--- src/rtl/msgpu_pkg.sv ---
// Shared msgpu types: MCU bus word layout and status counter width.
package msgpu_pkg;
  localparam int MCU_BUS_WIDTH    = 8;
  localparam int DROP_COUNT_WIDTH = 8;

  typedef struct packed {
    logic                     is_command;
    logic [MCU_BUS_WIDTH-1:0] data;
  } mcu_bus_word_t;

  localparam int MCU_WORD_WIDTH = $bits(mcu_bus_word_t);
endpackage

--- src/rtl/mcu_bus_rx_fifo.sv ---
// Sync FIFO with a registered head word; a push reaches head_vld two edges later when empty.
// Push is refused only when full with no pop in the same cycle; the caller accounts the drop.
module mcu_bus_rx_fifo
  import msgpu_pkg::*;
#(
  parameter int DEPTH = 16,
  parameter int WIDTH = MCU_WORD_WIDTH
) (
  input  logic                     clk,
  input  logic                     rst_n,
  input  logic                     push,
  input  logic [WIDTH-1:0]         push_dat,
  input  logic                     pop,
  output logic                     full,
  output logic [$clog2(DEPTH):0]   level,
  output logic                     head_vld,
  output logic [WIDTH-1:0]         head_dat
);
  localparam int AW = $clog2(DEPTH);

  logic [WIDTH-1:0] mem_q [DEPTH];
  logic [AW-1:0]    wr_ptr_q, wr_ptr_d, rd_ptr_q, rd_ptr_d;
  logic [AW:0]      level_q, level_d, mem_cnt;
  logic             head_vld_q, head_vld_d;
  logic [WIDTH-1:0] head_dat_q, head_dat_d;
  logic             pop_ok, push_ok, load;

  // level counts the head register plus the words still in the array
  always_comb begin
    full       = (level_q == (AW+1)'(DEPTH));
    mem_cnt    = level_q - (AW+1)'(head_vld_q);
    pop_ok     = pop & head_vld_q;
    push_ok    = push & (~full | pop_ok);
    load       = (~head_vld_q | pop_ok) & (mem_cnt != '0);
    wr_ptr_d   = wr_ptr_q + AW'(push_ok);
    rd_ptr_d   = rd_ptr_q + AW'(load);
    level_d    = level_q + (AW+1)'(push_ok) - (AW+1)'(pop_ok);
    head_vld_d = head_vld_q;
    head_dat_d = head_dat_q;
    if (load) begin
      head_vld_d = 1'b1;
      head_dat_d = mem_q[rd_ptr_q];
    end else if (pop_ok) begin
      head_vld_d = 1'b0;
    end
  end

  always_ff @(posedge clk) begin
    if (push_ok) mem_q[wr_ptr_q] <= push_dat;
  end

  always_ff @(posedge clk or negedge rst_n) begin
    if (!rst_n) begin
      wr_ptr_q   <= '0;
      rd_ptr_q   <= '0;
      level_q    <= '0;
      head_vld_q <= 1'b0;
      head_dat_q <= '0;
    end else begin
      wr_ptr_q   <= wr_ptr_d;
      rd_ptr_q   <= rd_ptr_d;
      level_q    <= level_d;
      head_vld_q <= head_vld_d;
      head_dat_q <= head_dat_d;
    end
  end

  assign level    = level_q;
  assign head_vld = head_vld_q;
  assign head_dat = head_dat_q;
endmodule

--- src/rtl/mcu_bus_receiver.sv ---
// MCU parallel bus ingress: sync, strobe rise detect, FIFO; out_valid SYNC_STAGES+1 cycles after strobe
// (+FILTER_LEN-1 with MCU_BUS_RX_GLITCH_FILTER_EN); bytes arriving while full without a pop are dropped and counted.
module mcu_bus_receiver
  import msgpu_pkg::*;
#(
  parameter int FIFO_DEPTH  = 16,
  parameter int SYNC_STAGES = 2
`ifdef MCU_BUS_RX_GLITCH_FILTER_EN
  , parameter int FILTER_LEN = 3
`endif
) (
  input  logic                          system_clock,
  input  logic                          reset_n,
  input  logic                          mcu_bus_clock,
  input  logic [MCU_BUS_WIDTH-1:0]      mcu_bus,
  input  logic                          mcu_bus_command_data,
  output logic                          out_valid,
  input  logic                          out_ready,
  output logic [MCU_BUS_WIDTH-1:0]      out_data,
  output logic                          out_is_command,
  output logic [$clog2(FIFO_DEPTH):0]   fifo_level,
  output logic                          overflow,
  output logic [DROP_COUNT_WIDTH-1:0]   drop_count,
  input  logic                          clear_status
);
  localparam int PIN_W = MCU_WORD_WIDTH + 1;

  // every pin rides the same chain so the byte stays aligned with the strobe
  logic [SYNC_STAGES-1:0][PIN_W-1:0] sync_q, sync_d;
  logic          sync_clk, clk_lvl, prev_clk_q, prev_clk_d, rise;
  mcu_bus_word_t sync_word, cap_word, head_word;
  logic          pop, full, drop, head_vld, overflow_q, overflow_d;
  logic [DROP_COUNT_WIDTH-1:0] drop_cnt_q, drop_cnt_d;
  logic [MCU_WORD_WIDTH-1:0]   head_dat;

  always_comb begin
    sync_d    = {sync_q[SYNC_STAGES-2:0], {mcu_bus_command_data, mcu_bus, mcu_bus_clock}};
    sync_clk  = sync_q[SYNC_STAGES-1][0];
    sync_word = mcu_bus_word_t'(sync_q[SYNC_STAGES-1][PIN_W-1:1]);
  end

`ifdef MCU_BUS_RX_GLITCH_FILTER_EN
  logic [FILTER_LEN-2:0] hist_q, hist_d;
  logic [FILTER_LEN-1:0] win;
  logic [FILTER_LEN-2:0][MCU_WORD_WIDTH-1:0] dly_q, dly_d;
  logic [FILTER_LEN-1:0][MCU_WORD_WIDTH-1:0] dwin;

  // level moves only on FILTER_LEN agreeing samples; data delayed to match
  always_comb begin
    win      = {hist_q, sync_clk};
    hist_d   = win[FILTER_LEN-2:0];
    clk_lvl  = (&win) ? 1'b1 : ((~|win) ? 1'b0 : prev_clk_q);
    dwin     = {dly_q, sync_word};
    dly_d    = dwin[FILTER_LEN-2:0];
    cap_word = mcu_bus_word_t'(dly_q[FILTER_LEN-2]);
  end

  always_ff @(posedge system_clock or negedge reset_n) begin
    if (!reset_n) begin
      hist_q <= '0;
      dly_q  <= '0;
    end else begin
      hist_q <= hist_d;
      dly_q  <= dly_d;
    end
  end
`else
  always_comb begin
    clk_lvl  = sync_clk;
    cap_word = sync_word;
  end
`endif

  always_comb begin
    prev_clk_d = clk_lvl;
    rise       = clk_lvl & ~prev_clk_q;
    pop        = head_vld & out_ready;
    drop       = rise & full & ~pop;
    overflow_d = clear_status ? 1'b0 : overflow_q;
    drop_cnt_d = clear_status ? '0 : drop_cnt_q;
    // a drop in the clear cycle counts after the clear
    if (drop) begin
      overflow_d = 1'b1;
      if (drop_cnt_d != '1) drop_cnt_d = drop_cnt_d + DROP_COUNT_WIDTH'(1);
    end
  end

  always_ff @(posedge system_clock or negedge reset_n) begin
    if (!reset_n) begin
      sync_q     <= '0;
      prev_clk_q <= 1'b0;
      overflow_q <= 1'b0;
      drop_cnt_q <= '0;
    end else begin
      sync_q     <= sync_d;
      prev_clk_q <= prev_clk_d;
      overflow_q <= overflow_d;
      drop_cnt_q <= drop_cnt_d;
    end
  end

  mcu_bus_rx_fifo #(
    .DEPTH (FIFO_DEPTH),
    .WIDTH (MCU_WORD_WIDTH)
  ) u_fifo (
    .clk      (system_clock),
    .rst_n    (reset_n),
    .push     (rise),
    .push_dat (cap_word),
    .pop      (pop),
    .full     (full),
    .level    (fifo_level),
    .head_vld (head_vld),
    .head_dat (head_dat)
  );

  always_comb begin
    head_word      = mcu_bus_word_t'(head_dat);
    out_valid      = head_vld;
    out_data       = head_word.data;
    out_is_command = head_word.is_command;
    overflow       = overflow_q;
    drop_count     = drop_cnt_q;
  end
endmodule

--- config.mk ---
export PLATFORM = sky130hd
export DESIGN_NAME = mcu_bus_receiver
export DESIGN_NICKNAME = d
export VERILOG_FILES = /design/src/rtl/msgpu_pkg.sv /design/src/rtl/mcu_bus_rx_fifo.sv /design/src/rtl/mcu_bus_receiver.sv
export SDC_FILE = /design/constraint.sdc
export NUM_CORES = 1
export LEC_CHECK = 0
export CAP_MARGIN = 20
export CORE_MARGIN = 2
export CORE_UTILIZATION = 30
export CTS_CLUSTER_DIAMETER = 50
export CTS_CLUSTER_SIZE = 28
export DETAILED_ROUTE_END_ITERATION = 6
export SLEW_MARGIN = 30
export SYNTH_ARGS = -nofsm -noshare
export SYNTH_HDL_FRONTEND = slang
export SYNTH_SLANG_ARGS = --single-unit
--- constraint.sdc ---
create_clock -name system_clock -period 3.4 [get_ports system_clock]
set_clock_uncertainty 0.2 [all_clocks]
set_input_delay 0.51 -clock system_clock [delete_from_list [all_inputs] [get_ports system_clock]]
set_output_delay 0.51 -clock system_clock [all_outputs]
set_load 0.005 [all_outputs]
# After elaboration in Yosys (flattened, before gate mapping)
# Memory sizes are Yosys's and may differ from the RTL's. A register that Yosys moved wholly into a read port is not among the register bits.
# Index checks and enable logic that the tools add are counted.
dict set report word_totals {
  ff_bits 44
  inputBits 14
  n_memories 1
  output_inout_bits 24
  ramBits 144
  wordCells 44
}
dict set report classes {
  n_reduce_logical 4
  eq_ne 2
  mux 9
  addsub 6
  bitwise 13
}
# memory words width rd rd_clocked_by_memory_dff write_ports line_no
set memory_table {}
lappend memory_table {u_fifo.mem_q 16 9 1 1 1 mcu_bus_rx_fifo.sv:21} ;# logic [WIDTH-1:0] mem_q [DEPTH];
# operator count
set op_table {}
lappend op_table {{2-to-1 mux 8 bit} 3}
lappend op_table {{subtractor 5 x 1 -> 5 bit} 2}
lappend op_table {{adder 4 x 1 -> 4 bit} 2}
lappend op_table {{adder 8 x 1 -> 8 bit (second input constant)} 1}
lappend op_table {{!= test 8 bit (second input constant)} 1}
lappend op_table {{bitwise AND 1 bit} 7}
lappend op_table {{2-to-1 mux 1 bit} 6}
lappend op_table {{adder 5 x 1 -> 5 bit} 1}
lappend op_table {{equality test 5 bit (second input constant)} 1}
lappend op_table {{nonzero test 5 bit} 1}
lappend op_table {{inverter 1 bit} 4}
lappend op_table {{nonzero test 2 bit} 2}
lappend op_table {{OR 1 bit} 2}
lappend op_table {{zero test 1 bit} 1}

# Longest topological paths before layout
dict set report logic_depth {
  ltp_word 6
  ltp_mapped 14
  ltp_nobuf 14
}

# Cells and area by module
# A second synthesis with hierarchy kept.
dict set report unflattened {
  cells_unflattened 406
  hier_area_um2 7762.4
}
# module n_inst cells_each seq_area_each_um2 area_per_inst_um2
set by_module_without_submodules {}
lappend by_module_without_submodules {mcu_bus_rx_fifo 1 332 4899.7 6722.7}
lappend by_module_without_submodules {mcu_bus_receiver 1 74 750.7 1039.7}

# Worst setup path before layout
# Ideal clock, no wire load.
dict set report synth_path {
  kind {register -> register}
  start {register u_fifo.level_q[2], in the netlist u_fifo.level[2]}
  end {memory u_fifo.mem_q[0][0] in the netlist's numbering (enable)}
  path_stages_with_launch 7
  arrival_ns 2.293
  path_slack_ns 0.505
  t_required_ns 2.797
  synth_period_minus_slack_ns 2.895
  path_buffers 0
  setup_time_ns 0.403
  cell_sequence {dfrtp_1 inv_1 ha_1 nand4bb_4 nor2_1 or2_2 nor4b_1}
}
dict set report synth_between {
  elab_chain_len 6
}
# item line_no
set synth_rtl {}
lappend synth_rtl {{start: declaration} mcu_bus_rx_fifo.sv:23} ;# logic [AW:0] level_q, level_d, mem_cnt;
lappend synth_rtl {{start signal: assignment} mcu_bus_rx_fifo.sv:62} ;# level_q <= level_d;
lappend synth_rtl {{equality test 5 bit} mcu_bus_rx_fifo.sv:30} ;# full = (level_q == (AW+1)'(DEPTH));
lappend synth_rtl {{inverter 1 bit} mcu_bus_rx_fifo.sv:33} ;# push_ok = push & (~full | pop_ok);
lappend synth_rtl {{OR 1 bit} mcu_bus_rx_fifo.sv:33}
lappend synth_rtl {{bitwise AND 1 bit} mcu_bus_rx_fifo.sv:33}
lappend synth_rtl {{2-to-1 mux 1 bit} mcu_bus_rx_fifo.sv:49} ;# if (push_ok) mem_q[wr_ptr_q] <= push_dat;
lappend synth_rtl {{2-to-1 mux 1 bit (implied by the code)} mcu_bus_rx_fifo.sv:49}
lappend synth_rtl {{end: declaration} mcu_bus_rx_fifo.sv:21}
# Every way passes these cells.

# Worst setup path after layout
dict set report layout_path {
  start {register u_fifo.level_q[2], in the netlist u_fifo.level[2]}
  end {register u_fifo.level_q[4], in the netlist u_fifo.level[4]}
}
dict set report layout_between {
  elab_chain_len 6
}
# item line_no
set layout_rtl {}
lappend layout_rtl {{equality test 5 bit} mcu_bus_rx_fifo.sv:30}
lappend layout_rtl {{inverter 1 bit} mcu_bus_rx_fifo.sv:33}
lappend layout_rtl {{OR 1 bit} mcu_bus_rx_fifo.sv:33}
lappend layout_rtl {{bitwise AND 1 bit} mcu_bus_rx_fifo.sv:33}
lappend layout_rtl {{adder 5 x 1 -> 5 bit *} mcu_bus_rx_fifo.sv:37} ;# level_d = level_q + (AW+1)'(push_ok) - (AW+1)'(pop_ok);
lappend layout_rtl {{subtractor 5 x 1 -> 5 bit *} mcu_bus_rx_fifo.sv:37}
lappend layout_rtl {{named net u_fifo.level_d[4]} mcu_bus_rx_fifo.sv:23}
# Mark *: on every way through the listed nets, which the timed path passes. The rest lies on a longest branch.
# A chain may end at the register's enable or synchronous reset.

==> flow_summary.yaml <==
cells_and_area:
  final_util: 0.364
  drive_gt1_frac: 0.238
  layout_commonest_cell: "edfxtp_1"
  diodes: 0
  nNetsFinal: 500
  finalNonFillerCells: 813
  synthToLayoutAreaGrowth_pct: 18.7
  final_cell_mix: "edfxtp_1 (144), dfrtp_1 (52), clkdlybuf4s50_1 (36), mux4_2 (34), buf_4 (22)"
logic_synthesis:
  synth_compound_area_frac: 0.0304
  synth_nets: 435
  synth_adder_area_share: 0.0269
  avgSynthCellArea_um2: 19.1
  async_flop_share: 0.269
  synthXorXnorAreaFrac: 0.0170
  synth-edff-count: 144
  yosys_warnings: 0
  synth.distinct_cells: 49
  ys_ff_latch: 197
  synth_top_flop_cell: "edfxtp_1"
  yosysSeqAreaShare: 0.731
  syn_area_um2: 7730
  synthCells: 405
  synth_top_family_by_area: "multiplexers"
  synthMuxAreaShare: 0.120
  synth-simple-area-share: 0.0544
placed_design:
  pre_cts_slack_ns: 0.363
  placement.io_buffers: 37
  routabilityCongestion: 0.755
  placed_cells: 780
  dp_hpwl_um: 9600
clocking:
  clock_sinks: 197
  post_cts_buffers: 0
  cts_root_buf: "clkbuf_16"
  clock_path_buffers: 2
  cts_resized: 0
  cts_tree: "done"
  clk-insertion-delay-late_ns: 0.42
  h-tree-depth: 4
  cts_made_buffers: 17
  cts_hold_buf: 0
  path_clk_slew_ns: 0.07
hold_path:
  holdCritPathClass: "reg -> reg"
  hold_path_depth: 0
  hold_path_end: "cap_word[8]$_DFF_PN0_"
  holdCritStartpoint: "sync_d[19]$_DFF_PN0_"
worst_setup_path:
  r2r-start: "u_fifo.level[2]$_DFF_PN0_"
  cp_max_fo: 5
  end_kind: "flip-flop"
  critical_path_required_ns: 3.51
  reg2reg_slack_ns: 0.58
  ff2ff_path_depth: 14
  max_stage_delay_ns: 0.43
  worst_path_most_repeated_cell: "nor2_1"
  worst_path_max_delay_cell: "dfrtp_1"
  arrival_ns: 2.93
  crit_family: "adder cells"
  path_class: "reg -> reg"
  path_buf_inv: 3
  startpoint_type: "flip-flop"
  crit_chain: "inv_1 -> ha_1 -> nand4bb_4 -> nor2_1 -> or2_2 -> inv_2 -> ha_1 -> inv_1 -> fa_1 -> nor2_1 -> nor2_1 -> nor2_1 -> nor2_1 -> xnor2_1"
  r2r-end: "u_fifo.level[4]$_DFF_PN0_"
drt:
  ant_nets: 0
  drtIter0Drc: 265
  drt_first_pass_iters: 4
  totalWireLength_um: 14500
  remaining_drc_errors: 0
  vias: 3812
  drt-wirelength-per-cell_um: 17.8
  vias_per_cell: 4.69
floorplanning:
  coreArea_um2: 25300
  rows: 58
  initial_core_util: 0.306
  die_h_um: 165
  die_width_um: 165
  fp.dieArea_um2: 27100
  io_pins: 38
grt:
  grt.overflow.total: 0
  grt_pass1_wl_um: 22800
  antenna_found_initial: 0
  grt_pass1_vias: 3929
  grt_use_total: 0.114
  grt_max_degree: 39
power:
  p_leak_nw: 3.20
  ir_drop_mv: 0.349
  power_density_nw_per_um2: 749
sta:
  whs_ns: 0.149
  period_needed_ns: 2.82
  slew_viol_final: 0
  slew_headroom: 0.439
  setup_violations: 0
  final.period_utilization: 0.828
  rsz0062_at_grt: "no"
  hold_viol_final: 0
  tightestPinTransition_ns: 0.840
  finalWorstSetupSlack_ns: 0.583
  finalSetupTns_ns: 0
  fmax_mhz: 355
run_status:
  status: "finished clean"
flow_run:
  drv_cap: 0
-- synthesized netlist by cell type (3+ instances only) --
master	instances	area, µm²
nor2_1	19	71.3
nand3_1	5	25.0
nand2_1	15	56.3
mux4_2	34	766
nor4_1	3	18.8
ha_1	15	188
xor2_1	5	43.8
clkbuf_1	7	26.3
edfxtp_1	144	4320
a22oi_1	18	135
a21oi_1	3	15.0
inv_1	10	37.5
nand2b_1	3	18.8
mux2_2	9	101
nor3_1	6	30.0
dfrtp_1	53	1330
nor2b_1	5	31.3
xnor2_1	10	87.6
-- routing by layer --
layer	vias to the layer above	track usage	part of all wire
met3	12	0.0309	0.042
met5	-	0	0
li1	1710	-	-
met1	1987	0.161	0.47
met4	0	0.0249	0.0072
met2	103	0.177	0.48
-- state kept, by name, indices dropped and copies added (netlist names) --
name	cells
sync_d	10
cap_word	9
u_fifo.head_vld	1
u_fifo.head_dat	9
u_fifo.mem_q	144
u_fifo.rd_ptr_q	4
prev_clk_q	1
overflow	1
u_fifo.wr_ptr_q	4
u_fifo.level	5
clk_lvl	1
drop_count	8
-- final cells by class --
cell class	count	area [µm²]
well taps	330	413
multi-input cells	181	1950
repair buffers	60	556
inverters	13	56.3
flip-flops and latches	197	5650
fillers	2384	16100
clock buffers	19	464
clock inverters	13	91.3
-- how the worst max path moves through the flow --
stage                         startpoint  depth (start not counted)  slack [ns]                           end
6_report       u_fifo.level[2]$_DFF_PN0_                         14        0.58     u_fifo.level[4]$_DFF_PN0_
5_1_grt        u_fifo.level[2]$_DFF_PN0_                         14        0.31     u_fifo.level[4]$_DFF_PN0_
4_1_cts        u_fifo.level[2]$_DFF_PN0_                         14        0.55     u_fifo.level[4]$_DFF_PN0_
3_5_place_dp                   out_ready                         13        0.36     u_fifo.level[4]$_DFF_PN0_
3_3_place_gp                   out_ready                         13        0.38     u_fifo.level[4]$_DFF_PN0_
2_1_floorplan  u_fifo.level[2]$_DFF_PN0_                          6        0.50  u_fifo.mem_q[0][0]$_DFFE_PP_
-- report_power, final --
group,total (mW),internal [mW],switching [mW],leakage [nW]
registers,3.09,2.83,0.257,1.94
clock network,1.89,1.01,0.884,0.284
logic,1.90,0.989,0.908,0.980
-- worst reg2reg max path, cell delays in order (launching register included) --
cell       delay, ns
dfrtp_1         0.43
inv_1           0.13
ha_1            0.27
nand4bb_4       0.12
nor2_1          0.05
or2_2           0.36
inv_2           0.11
ha_1            0.17
inv_1           0.05
fa_1            0.39
nor2_1          0.10
nor2_1          0.05
nor2_1          0.09
nor2_1          0.06
xnor2_1         0.12
-- per-stage QoR --
stage	area [µm²]	power (mW)
final	9180	6.88
after global routing	9180	7.25
after CTS	9170	6.96
after detailed placement	8610	5.06
after global placement	8610	5.01
after floorplan	7730	4.44
-- logic make-up after synthesis --
family                   Yosys count
buffers and inverters             27
AND/OR/NAND/NOR                   74
XOR/XNOR                          15
AO/OA/AOI/OAI                     30
adder cells (fa/ha/maj)           16
multiplexers                      46
flip-flops                       197
Note: power is estimated with default switching activity, not from simulation.
